===== config.mk =====
export PLATFORM = sky130hd
export DESIGN_NAME = voice_alloc
export DESIGN_NICKNAME = d
export VERILOG_FILES = /design/src/rtl/synth_pkg.sv /design/src/rtl/voice_pick.sv /design/src/rtl/voice_alloc.sv
export SDC_FILE = /design/constraint.sdc
export NUM_CORES = 1
export LEC_CHECK = 0
export BUFFER_PORTS_ARGS = -buffer_cell sky130_fd_sc_hd__clkbuf_2
export CAP_MARGIN = 20
export CORE_ASPECT_RATIO = 0.8
export CORE_MARGIN = 2
export CORE_UTILIZATION = 55
export DETAILED_ROUTE_END_ITERATION = 10
export GPL_TIMING_DRIVEN = 0
export HOLD_SLACK_MARGIN = 0.05
export PLACE_DENSITY_LB_ADDON = 0.3
export SKIP_CTS_REPAIR_TIMING = 1
export SLEW_MARGIN = 15
export SYNTH_ARGS = -nofsm -noshare
export SYNTH_HDL_FRONTEND = slang
export SYNTH_SLANG_ARGS = --single-unit

===== constraint.sdc =====
create_clock -name clk -period 2.9 [get_ports clk]
set_input_delay 0.435 -clock clk [delete_from_list [all_inputs] [get_ports clk]]
set_output_delay 0.435 -clock clk [all_outputs]
set_load 0.005 [all_outputs]

===== src/rtl/synth_pkg.sv =====
// Shared constants and FSM state type for the keyboard voice allocator.
package synth_pkg;

   localparam int NUM_KEYS  = 13;
   localparam int NOTE_W    = 4;
   localparam int KEY_IDX_W = 4;
   localparam logic [KEY_IDX_W-1:0] LAST_KEY = KEY_IDX_W'(NUM_KEYS - 1);

   typedef enum logic {
      IDLE = 1'b0,
      SCAN = 1'b1
   } alloc_state_t;

endpackage


===== src/rtl/voice_pick.sv =====
// Combinational voice chooser: lowest-index free voice and oldest gated voice
// (maximum age, lowest index wins a tie).
module voice_pick #(
   parameter int NUM_VOICES = 4,
   parameter int AGE_W      = 4,
   parameter int IDX_W      = 2
) (
   input  logic [NUM_VOICES-1:0]       gate,
   input  logic [NUM_VOICES*AGE_W-1:0] age,
   output logic                        free_found,
   output logic [IDX_W-1:0]            free_idx,
   output logic [IDX_W-1:0]            oldest_idx
);

   logic [AGE_W-1:0] best_age;

   always_comb begin
      free_found = 1'b0;
      free_idx   = '0;
      oldest_idx = '0;
      best_age   = age[AGE_W-1:0];
      // Walking downwards leaves the lowest free index as the final winner.
      for (int v = NUM_VOICES - 1; v >= 0; v--) begin
         if (!gate[v]) begin
            free_found = 1'b1;
            free_idx   = IDX_W'(v);
         end
      end
      for (int v = 1; v < NUM_VOICES; v++) begin
         if (age[v*AGE_W +: AGE_W] > best_age) begin
            best_age   = age[v*AGE_W +: AGE_W];
            oldest_idx = IDX_W'(v);
         end
      end
   end

endmodule


===== src/rtl/voice_alloc.sv =====
// Polyphonic voice allocator: scans one key per cycle and maps note-on/off to voices.
// Define VOICE_STEAL_EN to steal the oldest voice when none is free (otherwise the note is dropped).
module voice_alloc
   import synth_pkg::*;
#(
   parameter int NUM_VOICES = 4,
   parameter int AGE_W      = 4
) (
   input  logic                         clk,
   input  logic                         ar,
   input  logic [NUM_KEYS-1:0]          keys_in,
   output logic [NOTE_W*NUM_VOICES-1:0] voice_note,
   output logic [NUM_VOICES-1:0]        voice_gate,
   output logic [NUM_VOICES-1:0]        voice_trig,
   output logic                         busy,
   output logic                         dropped
);

   localparam int IDX_W = (NUM_VOICES > 1) ? $clog2(NUM_VOICES) : 1;
   localparam logic [AGE_W-1:0] AGE_MAX = '1;

   alloc_state_t state, state_n;

   logic [NUM_KEYS-1:0]  sync1, keys_s, keys_prev, keys_snap;
   logic [KEY_IDX_W-1:0] idx;
   logic [NOTE_W-1:0]    note_q [NUM_VOICES];
   logic [AGE_W-1:0]     age_q  [NUM_VOICES];
   logic [NUM_VOICES*AGE_W-1:0] age_flat;

   logic             note_on, note_off;
   logic             free_found;
   logic [IDX_W-1:0] free_idx, oldest_idx, target;
   logic             assign_en, drop_now;

   for (genvar v = 0; v < NUM_VOICES; v++) begin : g_flat
      assign voice_note[v*NOTE_W +: NOTE_W] = note_q[v];
      assign age_flat[v*AGE_W +: AGE_W]     = age_q[v];
   end

   voice_pick #(
      .NUM_VOICES(NUM_VOICES),
      .AGE_W     (AGE_W),
      .IDX_W     (IDX_W)
   ) u_pick (
      .gate      (voice_gate),
      .age       (age_flat),
      .free_found(free_found),
      .free_idx  (free_idx),
      .oldest_idx(oldest_idx)
   );

   always_ff @(posedge clk or negedge ar) begin
      if (!ar) state <= IDLE;
      else     state <= state_n;
   end

   always_comb begin
      state_n = state;
      case (state)
         IDLE:    if (keys_s != keys_prev) state_n = SCAN;
         SCAN:    if (idx == LAST_KEY) state_n = IDLE;
         default: state_n = IDLE;
      endcase
   end

   assign busy     = (state == SCAN);
   assign note_on  = busy &&  keys_snap[idx] && !keys_prev[idx];
   assign note_off = busy && !keys_snap[idx] &&  keys_prev[idx];

   always_comb begin
      assign_en = 1'b0;
      drop_now  = 1'b0;
      target    = free_idx;
      if (note_on) begin
         if (free_found) begin
            assign_en = 1'b1;
         end else begin
`ifdef VOICE_STEAL_EN
            assign_en = 1'b1;
            target    = oldest_idx;
`else
            drop_now  = 1'b1;
`endif
         end
      end
   end

`ifndef VOICE_STEAL_EN
   logic unused_oldest;
   assign unused_oldest = ^oldest_idx;
`endif

   // A key that is dropped still updates keys_prev, so it is never retried.
   always_ff @(posedge clk or negedge ar) begin
      if (!ar) begin
         sync1      <= '0;
         keys_s     <= '0;
         keys_prev  <= '0;
         keys_snap  <= '0;
         idx        <= '0;
         voice_gate <= '0;
         voice_trig <= '0;
         dropped    <= 1'b0;
         for (int v = 0; v < NUM_VOICES; v++) begin
            note_q[v] <= '0;
            age_q[v]  <= '0;
         end
      end else begin
         sync1      <= keys_in;
         keys_s     <= sync1;
         voice_trig <= '0;
         dropped    <= drop_now;
         if (state == IDLE) begin
            if (keys_s != keys_prev) begin
               keys_snap <= keys_s;
               idx       <= '0;
            end
         end else begin
            keys_prev[idx] <= keys_snap[idx];
            idx            <= idx + 4'd1;
         end
         for (int v = 0; v < NUM_VOICES; v++) begin
            if (assign_en && target == IDX_W'(v)) begin
               note_q[v]     <= NOTE_W'(idx);
               voice_gate[v] <= 1'b1;
               age_q[v]      <= '0;
               voice_trig[v] <= 1'b1;
            end else if (assign_en && voice_gate[v] && age_q[v] != AGE_MAX) begin
               age_q[v] <= age_q[v] + 1'b1;
            end
            if (note_off && voice_gate[v] && note_q[v] == NOTE_W'(idx)) begin
               voice_gate[v] <= 1'b0;
            end
         end
      end
   end

endmodule


==> results.txt <==
critical path capture point type = flop
Leak = 1.92 nW
Total GRT Usage = 21.1%
main combinational cell family by area after synthesis = multiplexers
fin crit share = 92.6%
initial antenna violation count = 0
post-synthesis mux area share = 18.2%
Slew HR = 56.7%
Mean Syn Cell Area = 13.7 um^2
# fillers = 524
drt wl/cell = 17.0 um
Worst path top cell family by delay = buffers and inverters
Slew Limit Fails = 0
Post-Synth XOR/XNOR Area = 7.49%
layout overhead on the synthesized area = 14.9%
clk_lat worst skew = 0.35 ns
Vias = 2241
H-tree Lvls = 3
dominant cell by count in the synthesized netlist = dfrtp_1
M1 WL = 3210 um
CTS root buffer = clkbuf_8
top-area cell type share of the netlist area = 56.6%
status = finished, final reports clean
CP Launch Type = flop
ys async rst share = 100%
Synth cell types = 48
ys flop type = dfrtp_1
Seq cells post-synth = 82
Crit-path slowest cell = or4_4
cells after synthesis = 265
Worst path max stage delay = 0.51 ns
Die Width = 94.7 um
Sink Count = 82
total grt overflow = 0
Die H = 76.6 um
Final ANT Viol Nets = 0
Clock Skew = 0.0124 ns
highest metal used = met4
CP max FO = 10
met3 wire len = 403 um
DP HPWL = 4740 um
port bufs = 40
Slew @ Worst Pin = 0.649 ns
core area = 6380 um^2
Synth area leaders = dfrtp_1 (57%), mux2_2 (9.9%), mux2_4 (5.0%)
Layout Nets = 337
Pwr Density = 1070 nW/um^2
ANT cells = 0
Post-Synth Simple-Gate Area = 8.70%
number of synthesized flops with an enable pin = 0
CP bufs+invs = 3
Ports = 41
Synth top cells by count = dfrtp_1 (82), mux2_2 (32), xnor2_1 (16), xor2_1 (15), mux2_4 (12)
Seq/Total Area, Yosys = 56.6%
crit-path cells = clkbuf_1 > clkbuf_1 > a32oi_1 > nand3_4 > or4_4 > buf_6 > mux2_4
vias per std cell = 5.52
vias in the first global route = 2253
Std-Cell Rows = 26
synthesized area = 3620 um^2
full die area = 7260 um^2
Initial Utilization = 56.8%
layout cell share with drive strength beyond 1 = 35.7%
RD Place Congestion = 0.849
Iter 0 DRT Violations = 158
clk buf depth = 2
DR DRC count = 0
WP data arrival = 2.93 ns
clk slew on worst S/H paths = 0.08 ns
syn_nets = 284
reg2reg setup slack = 0.22 ns
RSZ-0062 raised after global routing = false
setup TNS = 0 ns
Final setup viols = 0
max_cap viols = 0
Peak supply drop = 609 uV
Req. time, crit path = 3.14 ns
cell taking the most area after synthesis = dfrtp_1
Post-Synth Adder-Cell Area = 1.38%
final hold vios = 0
Warnings, synthesis = 0
first-pass GRT wire length = 11400 um
Num CTS Buffers = 9
drt pass-1 iters = 4
DR WL met2 = 3190 um
largest net degree at the start of global routing = 55
minimum clock period = 2.68 ns
Setup CP Type = flop to flop
HP Class = primary input to flop
drt total wl = 6890 um
total power draw = 0.00445 W
fmax = 373 MHz
Critical Path Most Common Cell = clkbuf_1
Synth Area in Compound Gates = 4.32%
WHS = 0.183 ns
CTS tree = done
## cell type report
| class | count | area, um^2 | area share (%) |
|---|---|---|---|
| flip-flops and latches | 82 | 2050 | 49.3 |
| well taps | 84 | 105 | 2.52 |
| plain buffers | 17 | 90.1 | 2.16 |
| clock buffers | 11 | 141 | 3.40 |
| repair buffers | 42 | 240 | 5.77 |
| multi-input cells | 158 | 1450 | 34.9 |
| clock inverters | 4 | 52.6 | 1.26 |
| inverters | 8 | 30.0 | 0.721 |
## power breakdown
group / leakage, nW / internal, W / total [W] / switching (W)
Sequential: 0.975 / 0.00151 / 0.00181 / 0.000297
Clock: 0.0877 / 0.000417 / 0.000815 / 0.000398
Combinational: 0.859 / 0.000908 / 0.00183 / 0.000922
Total: 1.92 / 0.00284 / 0.00445 / 0.00162
## worst reg2reg max path, delay by kind of cell (launching register included)
family | cells | cell delay [ns]
muxes | 1 | 0.29
buffers and inverters | 3 | 0.74
DFF | 1 | 0.40
AOI/OAI and AO/OA | 1 | 0.45
and+or+nand+nor | 2 | 0.69
## logic make-up (layout without fill, tap and decap cells)
family / Yosys count / after routing
adder cells (fa/ha/maj): 4 / 4
flip-flops: 82 / 82
multiplexers: 51 / 51
XOR/XNOR: 31 / 31
AND/OR/NAND/NOR: 53 / 53
buffers and inverters: 25 / 82
AO/OA/AOI/OAI: 19 / 19
## layout by cell type (no fill, tap or decap), drive strengths merged, types with 3 or more instances in the layout
cell type,netlist,routed
nand2,11,11
nor2b,4,4
dfrtp,82,82
o21ai,3,3
nor4,4,4
clkinvlp,0,3
or4,3,3
mux2,46,46
nand3,12,12
xnor2,16,16
xor2,15,15
nor3,3,3
buf,8,9
clkbuf,9,60
inv,7,7
nand4,4,4
nor2,4,4
ha,4,4
mux4,3,3
## sequential cells by signal, summed over array words and instances (netlist names), 4 cells and up
register / count
idx: 4
keys_prev: 13
keys_s: 13
keys_snap: 13
sync1: 13
voice_gate: 4
voice_note: 16
voice_trig: 4
## per-stage QoR
stage | utilization [%] | setup WS, ns | cell area [um^2] | cells
floorplan | - | 0.506 | 3620 | 265
global placement | 61.6 | 0.259 | 3930 | 389
detailed placement | 62.1 | 0.257 | 3960 | 390
CTS | 65.1 | 0.247 | 4150 | 405
global route | 65.3 | 0.0798 | 4160 | 406
finish | 65.3 | 0.216 | 4160 | 406
## routing by layer
layer,vias to the layer above,track usage [%]
li1,1038,-
met1,1130,31.6
met2,63,29.9
met3,10,5.64
met4,0,7.39
met5,-,0
## worst paths after layout
| kind | startpoint | cells past startpoint | endpoint |
|---|---|---|---|
| hold reg to reg | sync1[0] | 0 | keys_s[0] |
| max in group asynchronous | ar | 3 | dropped |
| hold / removal | keys_in[9] | 1 | sync1[9] |
| setup reg to reg | idx[1] | 7 | voice_note[11] |
| min in group asynchronous | ar | 2 | sync1[11] |
| setup / recovery | idx[1] | 7 | voice_note[11] |
Power figures use the tool's default switching activity.
